<file path="src/rtl/uart_rx_byte.sv">
// uart_rx_byte
// Receives one 8N1 UART frame (start, 8 data bits LSB first, stop) from an
// asynchronous, idle-high rx line. A good frame updates data and produces a
// one-cycle dataValid strobe. A frame whose stop bit is sampled low produces a
// one-cycle frameError strobe instead and leaves data unchanged.
//
// Bit timing is derived from N = ClockFrequency/BaudRate clocks per bit.
// The start bit is confirmed at half a bit (H = N/2). Every later bit is
// sampled one full bit period after the previous sample point.
//
// state | meaning
// ------+------------------------------------------------------------------
// IDLE  | line idle, waiting for a low level on the synchronised rx
// START | counting to mid start bit; high there means a glitch, back to IDLE
// DATA  | sampling 8 data bits at mid-bit, LSB first
// STOP  | sampling the stop bit; high -> byte out, low -> frame error
// BREAK | line held low after a bad stop bit; wait for it to return high

module uart_rx_byte #(
    parameter int ClockFrequency = 1000000,
    parameter int BaudRate       = 9600
) (
    input  logic       clock,
    input  logic       reset,
    input  logic       rx,
    output logic [7:0] data,
    output logic       dataValid,
    output logic       frameError,
    output logic       busy
);

    localparam int N  = ClockFrequency / BaudRate;
    localparam int H  = N / 2;
    localparam int CW = $clog2(N) + 1;

    localparam logic [CW-1:0] CNT_LAST = CW'(N - 1);
    localparam logic [CW-1:0] CNT_HALF = CW'(H - 1);
    localparam logic [CW-1:0] CNT_ONE  = CW'(1);

    localparam logic [2:0] S_IDLE  = 3'd0;
    localparam logic [2:0] S_START = 3'd1;
    localparam logic [2:0] S_DATA  = 3'd2;
    localparam logic [2:0] S_STOP  = 3'd3;
    localparam logic [2:0] S_BREAK = 3'd4;

    logic          r_rx_meta;
    logic          r_rx_sync;
    logic [2:0]    r_state;
    logic [CW-1:0] r_cnt;
    logic [2:0]    r_bit_idx;
    logic [7:0]    r_shift;
    logic [7:0]    r_data;
    logic          r_valid;
    logic          r_ferr;

    logic          w_rxs;
    logic          w_cnt_last;
    logic          w_cnt_half;
    logic          w_stop_sample;
    logic          w_data_sample;
    logic          w_cnt_clr;
    logic          w_cnt_run;
    logic [2:0]    w_state_nxt;

    assign w_rxs         = r_rx_sync;
    assign w_cnt_last    = (r_cnt == CNT_LAST);
    assign w_cnt_half    = (r_cnt == CNT_HALF);
    assign w_data_sample = (r_state == S_DATA) && w_cnt_last;
    assign w_stop_sample = (r_state == S_STOP) && w_cnt_last;

    // Two-flop synchroniser for the asynchronous rx pin; idles high.
    always_ff @(posedge clock or negedge reset) begin
        if (!reset) begin
            r_rx_meta <= 1'b1;
            r_rx_sync <= 1'b1;
        end else begin
            r_rx_meta <= rx;
            r_rx_sync <= r_rx_meta;
        end
    end

    // Next-state decode; every decision looks only at the synchronised line.
    always_comb begin
        w_state_nxt = r_state;
        case (r_state)
            S_IDLE: begin
                if (!w_rxs) begin
                    w_state_nxt = S_START;
                end
            end
            S_START: begin
                if (w_cnt_half) begin
                    w_state_nxt = w_rxs ? S_IDLE : S_DATA;
                end
            end
            S_DATA: begin
                if (w_cnt_last && (r_bit_idx == 3'd7)) begin
                    w_state_nxt = S_STOP;
                end
            end
            S_STOP: begin
                if (w_cnt_last) begin
                    w_state_nxt = w_rxs ? S_IDLE : S_BREAK;
                end
            end
            S_BREAK: begin
                if (w_rxs) begin
                    w_state_nxt = S_IDLE;
                end
            end
            default: begin
                w_state_nxt = S_IDLE;
            end
        endcase
    end

    // The bit counter restarts on every state change and after each data
    // sample, and only runs in the states that time a bit.
    assign w_cnt_clr = (w_state_nxt != r_state) || w_data_sample;
    assign w_cnt_run = (r_state == S_START) || (r_state == S_DATA) ||
                       (r_state == S_STOP);

    // State register.
    always_ff @(posedge clock or negedge reset) begin
        if (!reset) begin
            r_state <= S_IDLE;
        end else begin
            r_state <= w_state_nxt;
        end
    end

    // Bit-period counter.
    always_ff @(posedge clock or negedge reset) begin
        if (!reset) begin
            r_cnt <= '0;
        end else if (w_cnt_clr || !w_cnt_run) begin
            r_cnt <= '0;
        end else begin
            r_cnt <= r_cnt + CNT_ONE;
        end
    end

    // Data bit index: cleared on entry to DATA, advanced after each sample.
    always_ff @(posedge clock or negedge reset) begin
        if (!reset) begin
            r_bit_idx <= 3'd0;
        end else if ((r_state == S_START) && (w_state_nxt == S_DATA)) begin
            r_bit_idx <= 3'd0;
        end else if (w_data_sample) begin
            r_bit_idx <= r_bit_idx + 3'd1;
        end
    end

    // Shift register collecting data bits LSB first at mid-bit.
    always_ff @(posedge clock or negedge reset) begin
        if (!reset) begin
            r_shift <= 8'h00;
        end else if (w_data_sample) begin
            r_shift[r_bit_idx] <= w_rxs;
        end
    end

    // Output byte only changes on a good stop bit.
    always_ff @(posedge clock or negedge reset) begin
        if (!reset) begin
            r_data <= 8'h00;
        end else if (w_stop_sample && w_rxs) begin
            r_data <= r_shift;
        end
    end

    // One-cycle strobes; they come from the same stop sample so they are
    // mutually exclusive by construction.
    always_ff @(posedge clock or negedge reset) begin
        if (!reset) begin
            r_valid <= 1'b0;
            r_ferr  <= 1'b0;
        end else begin
            r_valid <= w_stop_sample && w_rxs;
            r_ferr  <= w_stop_sample && !w_rxs;
        end
    end

    assign data       = r_data;
    assign dataValid  = r_valid;
    assign frameError = r_ferr;
    assign busy       = (r_state != S_IDLE);

endmodule

</file>
<file path="config.mk">
export PLATFORM = sky130hd
export DESIGN_NAME = uart_rx_byte
export DESIGN_NICKNAME = d
export VERILOG_FILES = /design/src/rtl/uart_rx_byte.sv
export SDC_FILE = /design/constraint.sdc
export NUM_CORES = 1
export LEC_CHECK = 0
export CORE_AREA = 5 5 74 56
export DETAILED_ROUTE_END_ITERATION = 12
export DIE_AREA = 0 0 79 61
export PLACE_DENSITY = 0.81
export RECOVER_POWER = 100
export SETUP_SLACK_MARGIN = 0.4
export SLEW_MARGIN = 10
export SYNTH_ARGS = -nofsm -noshare
export SYNTH_HDL_FRONTEND = slang
export SYNTH_SLANG_ARGS = --single-unit
</file>
<file path="constraint.sdc">
create_clock -name clock -period 1.9 [get_ports clock]
set_input_delay 0.57 -clock clock [delete_from_list [all_inputs] [get_ports clock]]
set_output_delay 0.57 -clock clock [all_outputs]
set_load 0.1 [all_outputs]
</file>
==> impl_metrics.py, run 1 <==
metrics = {
    "pwr": {
        "p_leak_nw": 1.03,
        "p_per_area_mw_per_mm2": 552,
        "irDropWorstVdd_mv": 0.438,
    },
    "clock_tree": {
        "clock_path_buffers": 2,
        "cts.clk_slew.worst_paths_ps": 70,
        "clkLatencyLatePin_ps": 290,
        "cts.sinks": 34,
        "cts.root.buffer_cell": "clkbuf_8",
        "tritoncts": "yes",
        "numCtsBuffers": 5,
        "htree_levels": 2,
    },
    "sta": {
        "slew_viol_final": 0,
        "hold_viol": 0,
        "setup_viol": 0,
        "maxSlewHeadroom_pct": 43.9,
        "post-route-period-util_pct": 96.3,
        "fmaxAchievable_ghz": 0.546,
        "tightest_slew_ps": 842,
        "period_needed_ps": 1830,
        "grt_setup_unrepaired": "true",
        "fin_worst_skew_ps": 6.91,
        "finalSetupTns_ps": 0,
    },
    "synthesis": {
        "synth-seq-cells": 34,
        "yosys_warnings": 0,
        "ys_types": 39,
        "netlist_instances": 133,
        "synth_fp_nets": 139,
        "synthesis.area_mm2": 0.00162,
        "avgSynthCellArea_um2": 12.2,
        "yosysSeqAreaShare_pct": 52.5,
    },
    "cells_and_area": {
        "fin_nets": 180,
        "fillers": 196,
        "syn2layout_area_growth_pct": 45.7,
        "final_area_mm2": 0.00237,
        "drive_gt1_share_pct": 64.0,
        "final_util_pct": 70.5,
        "multi_input_area_mm2": 0.00103,
        "regArea_um2": 862,
        "antennaDiodeCount": 0,
    },
    "global_route": {
        "grt_overflow_total": 0,
        "grt_use_total_pct": 18.6,
        "grt_pass1_vias": 1260,
        "grt_pass1_wl_um": 6540,
        "grt_start_max_net_pins": 35,
        "antenna_found_initial": 0,
    },
    "die": {
        "rows": 18,
        "die_h_um": 61,
        "dieWidth_um": 79,
        "io_pins": 14,
        "start_util_pct": 48.4,
        "dieArea_mm2": 0.00482,
        "core_mm2": 0.00336,
    },
    "placed_design": {
        "dpl_cell_area_mm2": 0.00198,
        "gp_congestion": 0.772,
        "hpwlAfterDp_um": 2030,
        "port_buffers": 13,
    },
    "critical_path": {
        "startpoint_type": "flop",
        "worstSetupPathType": "flop to flop",
        "critPathRequiredTime_ps": 2080,
        "worst_ep_arrival_time_ps": 2010,
        "crit_path_max_fanout": 4,
        "end_kind": "flop",
    },
    "hold_path": {
        "hold_class": "flop to flop",
    },
    "drt": {
        "drt-pass1-iter-count": 4,
        "viasPerCell": 5.89,
        "vias": 1267,
        "wl_um": 4400,
        "drt_iter0_markers": 87,
        "antenna_left": 0,
        "drc": 0,
        "routedWlPerCell_um": 20.5,
    },
    "run_status": {
        "status": "complete, no violations",
    },
    "run": {
        "max_cap_violations": 0,
    },
}
==> stage by stage <==
stage                     power [W]  worst slack [ps]  hold slack (ps)  cells
after floorplan            0.000747              35.9              274    133
after global placement     0.000771               109              347    186
after detailed placement   0.000772              10.8              349    186
after CTS                   0.00132              75.8              358    208
after global routing        0.00136             -6.84              359    215
final                       0.00131              70.1              356    215
==> synthesized netlist by cell type <==
library cell | n | area [µm²]
a32oi_1 | 1 | 8.76
nor4b_1 | 2 | 17.5
nor4_1 | 1 | 6.26
ha_1 | 3 | 37.5
mux2_2 | 8 | 90.1
and3_1 | 1 | 6.26
nor3b_2 | 1 | 12.5
a21oi_1 | 3 | 15.0
or3_1 | 1 | 6.26
a31o_2 | 1 | 8.76
clkbuf_1 | 2 | 7.51
buf_2 | 1 | 5.00
nor3_1 | 7 | 35.0
nand2_1 | 7 | 26.3
xor2_1 | 5 | 43.8
and2_1 | 1 | 6.26
nor2_1 | 13 | 48.8
a21o_1 | 1 | 7.51
and4_4 | 1 | 11.3
or3b_2 | 1 | 8.76
nor4bb_1 | 1 | 10.0
a22o_1 | 1 | 8.76
buf_6 | 3 | 33.8
a22oi_1 | 1 | 7.51
and4b_1 | 1 | 10.0
nor3b_1 | 3 | 22.5
nand4_1 | 3 | 18.8
o21ai_1 | 1 | 5.00
nor2b_1 | 2 | 12.5
dfrtp_1 | 32 | 801
nand3_1 | 7 | 35.0
dfstp_2 | 2 | 52.6
nand3_2 | 1 | 10.0
nor4b_2 | 1 | 15.0
mux2_4 | 8 | 120
nor3b_4 | 1 | 18.8
a21boi_0 | 1 | 7.51
and2_4 | 1 | 8.76
xnor2_1 | 2 | 17.5
==> timing repair <==
item	in CTS	in global routing
hold buffers	0	0
buffers inserted	13	7
gates resized for setup	46	21
endpoints found under the setup margin	32	35
pin swaps	19	9
gates cloned	1	0
==> sequential cells by signal (all words and copies together) (netlist names) <==
signal      count
r_cnt           8
r_state         3
r_rx_meta       1
r_bit_idx       3
r_shift         8
dataValid       1
data            8
frameError      1
r_rx_sync       1
==> cells in the final DEF (no fill, tap or decap), types with 2 or more instances in the layout <==
cell type and n:
clkbuf_2 11, nor2_4 4, nor4b_4 2, buf_12 2, nand3_4 2, ha_1 2, nand2_1 6, dfstp_2 2
nor2_1 6, xnor2_1 2, mux2_4 13, mux2_2 3, buf_6 10, and4_4 2, nor3b_4 4, nand3_1 3
nand3_2 3, dlygate4sd3_1 2, buf_4 14, nor3_4 4, nor3_2 2, nor2_2 3, nand4_1 3, xor2_1 5
dfrtp_1 25, a21oi_2 2, dfrtp_2 7, clkbuf_8 6
==> critical path, cell delays in order (launching register included) <==
cell	delay, ps
dfrtp_1	410
ha_4	160
and4b_2	310
nand4_1	150
buf_6	180
nor3b_4	190
mux2_4	310
==> cells by family (layout without fill, tap and decap cells) <==
| logic type | after synthesis | count (layout) | share of synthesized area [%] |
|---|---|---|---|
| simple gates | 57 | 58 | 21.3 |
| compound gates | 10 | 10 | 4.24 |
| mux | 16 | 16 | 12.9 |
| fa+ha+maj | 3 | 3 | 2.31 |
| buf+inv | 6 | 47 | 2.85 |
| xor+xnor | 7 | 7 | 3.78 |
| flops | 34 | 34 | 52.5 |
==> path summary, 6_finish.rpt <==
kind	from	end	slack (ps)	depth (start not counted)
setup / recovery	r_cnt[0]	r_shift[3]	70	6
hold / removal	r_rx_meta	r_rx_sync	360	0
setup reg to reg	r_cnt[0]	r_shift[3]	70	6
hold reg to reg	r_rx_meta	r_rx_sync	360	0
max in group asynchronous	reset	r_bit_idx[1]	410	2
min in group asynchronous	reset	r_cnt[4]	910	2
==> cell type report <==
| cell class | instances | area share [%] |
|---|---|---|
| multi-input combinational | 94 | 43.5 |
| clock inverter | 1 | 0.212 |
| timing repair buffer | 39 | 14.1 |
| tap | 40 | 2.12 |
| sequential | 34 | 36.4 |
| clock buffer | 7 | 3.65 |
==> where the power goes <==
group	internal, W	leakage [nW]	switching [W]
Sequential	0.000728	0.443	0.00000546
Clock	0.000292	0.0482	0.000259
Combinational	0.00000607	0.542	0.0000162
==> per-layer routing <==
layer  vias up  part of all wire [%]  global-route usage, %
li1        560                     -                      -
met1       635                    43                   22.6
met2        56                    47                   29.6
met3        16                   6.5                   5.93
met4         0                   3.3                   11.3
met5         -                     0                      0
Power figures use the tool's default switching activity.
==> run 2, diff against run 1 <==
- CAP_MARGIN: default -> 40
- CORE_AREA: 5 5 74 56 -> 2 2 71 53
- DIE_AREA: 0 0 79 61 -> 0 0 73 55
- SLEW_MARGIN: 10 -> 20
==> impl_metrics.py, run 2 (same netlist as run 1, synthesis figures left out) <==
metrics = {
    "run_status": {
        "status": "complete, no violations",
    },
    "clock_tree": {
        "cts.clk_slew.worst_paths_ps": 70,
        "clock_path_buffers": 2,
        "clkLatencyLatePin_ps": 290,
        "tritoncts": "yes",
        "cts_hold_buffers": 0,
        "cts.sinks": 34,
        "numCtsBuffers": 5,
        "htree_levels": 2,
        "cts.root.buffer_cell": "clkbuf_8",
    },
    "global_route": {
        "antenna_found_initial": 0,
        "grt_pass1_wl_um": 6170,
        "grt_pass1_vias": 1220,
        "grt_start_max_net_pins": 35,
        "grt_use_total_pct": 21.4,
        "grt_overflow_total": 0,
    },
    "critical_path": {
        "end_kind": "flop",
        "cp_cell_sequence": "ha_4 > and4b_2 > nand4_1 > nor3b_2 > mux2_4",
        "r2r_cells": 5,
        "worstSetupPathType": "flop to flop",
        "r2r-start": "r_cnt[1]",
        "slowest_stage": "dfrtp_1",
        "worst_ep_arrival_time_ps": 2040,
        "startpoint_type": "flop",
        "crit_path_max_fanout": 4,
        "critPathRequiredTime_ps": 2080,
        "rrSetupSlack_ps": 40,
        "reg2reg_to": "r_shift[3]",
        "slowest_delay_ps": 400,
    },
    "cells_and_area": {
        "syn2layout_area_growth_pct": 51.7,
        "layout_common_cells": "dfrtp_1 (28), mux2_4 (15), buf_4 (15)",
        "antennaDiodeCount": 0,
        "drive_gt1_share_pct": 60.9,
        "fin_nets": 179,
        "fillers": 195,
        "final_common_cell": "dfrtp_1",
    },
    "sta": {
        "postLayoutSetupSlackWorst_ps": 36.1,
        "setup_viol": 0,
        "grt_setup_unrepaired": "true",
        "slew_viol_final": 0,
        "holdWs_ps": 362,
        "post-route-period-util_pct": 98.1,
        "fin_worst_skew_ps": 5.88,
        "period_needed_ps": 1860,
        "tightest_slew_ps": 832,
        "maxSlewHeadroom_pct": 44.6,
        "hold_viol": 0,
        "fmaxAchievable_ghz": 0.537,
        "finalSetupTns_ps": 0,
    },
    "placed_design": {
        "port_buffers": 13,
        "place_ws_ps": 6.27,
        "gp_congestion": 0.857,
        "hpwlAfterDp_um": 2170,
    },
    "die": {
        "start_util_pct": 48.4,
        "io_pins": 14,
        "core_mm2": 0.00336,
        "die_h_um": 55,
        "dieWidth_um": 73,
        "rows": 18,
        "dieArea_mm2": 0.00402,
    },
    "drt": {
        "wl_met3_um": 225,
        "wl_met1_um": 1750,
        "antenna_left": 0,
        "highest_layer": "met4",
        "drc": 0,
        "routedWlPerCell_um": 19.2,
        "vias": 1271,
        "viasPerCell": 5.94,
        "routed-wl-met2_um": 2030,
        "drt_iter0_markers": 110,
        "wl_um": 4100,
        "drt-pass1-iter-count": 4,
    },
    "pwr": {
        "p_per_area_mw_per_mm2": 530,
        "irDropWorstVdd_mv": 0.463,
        "p_leak_nw": 1.07,
        "fin_total_pwr_w": 0.00131,
    },
    "hold_path": {
        "min-delay-start": "r_rx_meta",
        "hold_class": "flop to flop",
        "whs_endpoint": "r_rx_sync",
        "hold_depth": 0,
    },
    "run": {
        "max_cap_violations": 0,
    },
}
run 2: worst max-delay path by stage:
stage	from	endpoint	slack, ps
CTS	r_state[0]	busy	90
global route	r_cnt[1]	r_shift[3]	-30
floorplan	r_cnt[0]	data[0]	40
detailed placement	r_cnt[0]	r_shift[2]	6
global placement	r_cnt[0]	data[4]	110
finish	r_cnt[1]	r_shift[3]	40
run 2: area by class of cell:
| cell class | count | area [µm²] | share of cell area (%) |
|---|---|---|---|
| flip-flops and latches | 34 | 858 | 34.8 |
| multi-input cells | 94 | 1000 | 40.8 |
| well taps | 40 | 50.0 | 2.03 |
| clock buffers | 7 | 86.3 | 3.50 |
| clock inverters | 1 | 5.00 | 0.203 |
| repair buffers | 38 | 459 | 18.6 |
run 2: per-layer routing:
layer	up-vias	GRT usage [%]
met4	0	8.33
met5	-	0
li1	561	-
met1	645	28.2
met3	11	6.52
met2	54	33.3
run 2: per-stage QoR:
| stage | instances | utilization, % | instance area [µm²] |
|---|---|---|---|
| 3_3_place_gp | 187 | 59.1 | 1980 |
| 2_1_floorplan | 133 | - | 1680 |
| 3_5_place_dp | 187 | 59.1 | 1980 |
| 4_1_cts | 210 | 71.0 | 2380 |
| 6_report | 214 | 73.4 | 2460 |
| 5_1_grt | 214 | 73.4 | 2460 |
run 2: critical path, delay by kind of cell, from the launching register on:
| kind | cells | cell delay (ps) |
|---|---|---|
| and+or+nand+nor | 3 | 860 |
| muxes | 1 | 330 |
| adders and majority gates | 1 | 160 |
| DFF | 1 | 400 |
run 2: power breakdown:
group	total, W	switching [W]	internal (W)
clock	0.000550	0.000258	0.000292
sequential	0.000733	0.00000554	0.000728
combinational	0.0000228	0.0000167	0.00000614
total	0.00131	0.000280	0.00103
run 2: repair_timing:
| action | CTS | global route |
|---|---|---|
| buffers inserted | 14 | 4 |
| pin swaps | 25 | 8 |
| cloned | 1 | 0 |
| gates resized for setup | 37 | 19 |
| endpoints found under the setup margin | 32 | 32 |
==> edit, RTL diff (config.mk and constraints of run 1) <==
Set the parameter `ClockFrequency` to 500000 (it was 1000000).
--- a/src/rtl/uart_rx_byte.sv
+++ b/src/rtl/uart_rx_byte.sv
@@ -19,3 +19,3 @@
 module uart_rx_byte #(
-    parameter int ClockFrequency = 1000000,
+    parameter int ClockFrequency = 500000,
     parameter int BaudRate       = 9600
Formal check against the unedited RTL: no difference found for any inputs over 10 cycles, from zero or initial values and one cycle with reset low; that may be too few to reach the edited logic, so the function may still have changed.
==> edit against run 1 <==
Non-clock buffer count decreased by 2. Synthesized area down 5.8%. Setup slack improved by 0.013 ns. Wire length down 5.0%. Utilization fell by 9.1 points. Global-route usage is 1.4 points lower. Sequential cell count decreased by 1. Die area is the same. Cell area decreased by 13%.
Power is not compared: it rests on default switching activity, and its combinational part moved more than twofold at a synthesized area within 25%.
==> edit: results (changes against run 1) <==
[global_routing]
grt_usage_pct = 17.22  ; -1.4 points
grt_first_pass_wirelength_um = 5982  ; -8.5%
largest_net_degree_at_the_start_of_global_routing = 16  ; -54%
first_global_vias = 1240  ; -1.6%

[route]
drtPass1Iterations = 4  ; unchanged
route.final.wire_length_um = 4183  ; -5.0%
drt_first_iter_violations = 126  ; +45%
vias_per_cell = 5.877  ; -0.28%
dr_total_vias = 1240  ; -2.1%

[finish]
n_fill_cell = 231  ; +18%
post_route_cells_drive_above_1_share_pct = 45.61  ; -18 points
diodes_inserted = 0  ; unchanged

[pwr]
peakVddDrop_v = 0.0004250
power.static_leakage_nw = 0.9495

[clocking]
clock-root-buffer = sky130_fd_sc_hd__clkbuf_8
ctsHtreeMaxLevel = 2  ; unchanged
clock_tree.buffer_depth = 2  ; unchanged
clkSlewWorstSetupHoldPaths_ns = 0.07  ; about the same
cts_bufs_inserted = 5  ; unchanged
clock_insertion_delay_worst_skew_ns = 0.29  ; about the same

[logic_synthesis]
synth-compound-area-share_pct = 3.271  ; -0.97 points
synth.yosys.seq_area_share_pct = 54.13  ; +1.6 points
synth.cells.most_frequent = sky130_fd_sc_hd__dfrtp_1, sky130_fd_sc_hd__nor2_1, sky130_fd_sc_hd__mux2_2, sky130_fd_sc_hd__nand2_1
syn_nets = 136  ; -2.2%
yosys.cell_types.count = 37  ; -5.1%
warnings_synthesis = 0  ; unchanged
yosys-top-cells-area = sky130_fd_sc_hd__dfrtp_1, sky130_fd_sc_hd__mux2_2, sky130_fd_sc_hd__nor2_1
yosys-mux-area-fraction_pct = 13.08  ; +0.14 points
mean_syn_cell_area_sq_um = 11.86  ; -2.9%
post_synth_fa_ha_maj_area_fraction_pct = 3.271  ; +0.96 points
yosys.area_share.xor_xnor_pct = 3.434  ; -0.34 points

[worst_setup_path]
crit_path_start = r_state[1]
timing.critical_path.fanout_max = 2  ; -2
worstPathArrival_ns = 1.25  ; -0.76 ns

[sta]
clock_skew_ns = 0.006537  ; -0.0003781 ns
worst_slew_pin_slew_ns = 0.6670  ; -0.1747 ns

[place]
place.gp.congestion = 0.9021  ; +17%
placed_cells = 182  ; -2.2%
port_buffers = 13  ; unchanged
placement.setup.worst_slack_ns = 0.08213  ; +0.07136 ns
dp_hpwl_um = 2026  ; -0.16%
postPlaceCellArea_sq_mm = 0.001842  ; -6.8%

[min_path]
hold_class = reg2reg
holdCritStartpoint = r_rx_meta

[run_status]
outcome = complete, no violations

## edit: worst paths after layout
check                                  end  slack (ns)  cells past startpoint
worst max-delay path                  busy        0.08                      2
worst min-delay path             r_rx_sync        0.36                      0
worst max register to register    r_cnt[1]        0.11                      7
worst min register to register   r_rx_sync        0.36                      0
max in group asynchronous       r_state[1]        0.31                      2
min in group asynchronous       r_shift[5]        0.63                      1
## edit: repair_timing
item / CTS / global route
resized for setup: 19 / 24
cloned: 1 / 0
setup endpoints to repair: 27 / 29
buffers inserted: 13 / 7
pin swaps: 9 / 10
## edit: power by group through the flow
| stage | combinational (mW) | clock [mW] | sequential, mW |
|---|---|---|---|
| floorplan | 0.107 | 0 | 0.790 |
| global placement | 0.146 | 0 | 0.799 |
| detailed placement | 0.152 | 0 | 0.803 |
| CTS | 0.246 | 0.545 | 0.782 |
| global route | 0.321 | 0.582 | 0.793 |
| finish | 0.298 | 0.551 | 0.790 |
## edit: cell type report
cell class | instances | area (sq um) | area share, %
Sequential cell | 33 | 832.0 | 40.40
Multi-Input combinational cell | 91 | 817.0 | 39.67
Timing Repair Buffer | 37 | 262.8 | 12.76
Clock buffer | 8 | 90.09 | 4.374
Tap cell | 40 | 50.05 | 2.430
Inverter | 2 | 7.507 | 0.3645
## edit: cell families after synthesis
logic type,Yosys count
mux,18
simple gates,54
compound gates,8
flops,33
xor+xnor,6
buf+inv,6
fa+ha+maj,4
## edit: critical path: stages, from the launching register on
cell	delay (ns)
sky130_fd_sc_hd__dfrtp_2	0.40
sky130_fd_sc_hd__or3_4	0.37
sky130_fd_sc_hd__buf_8	0.18
## edit: layer usage
layer	GRT usage (%)	vias up	share of wire [%]
li1	-	542	-
met1	19.31	617	41
met2	27.58	61	49
met3	6.528	20	5.4
met4	12.50	0	4.7
met5	0	-	0
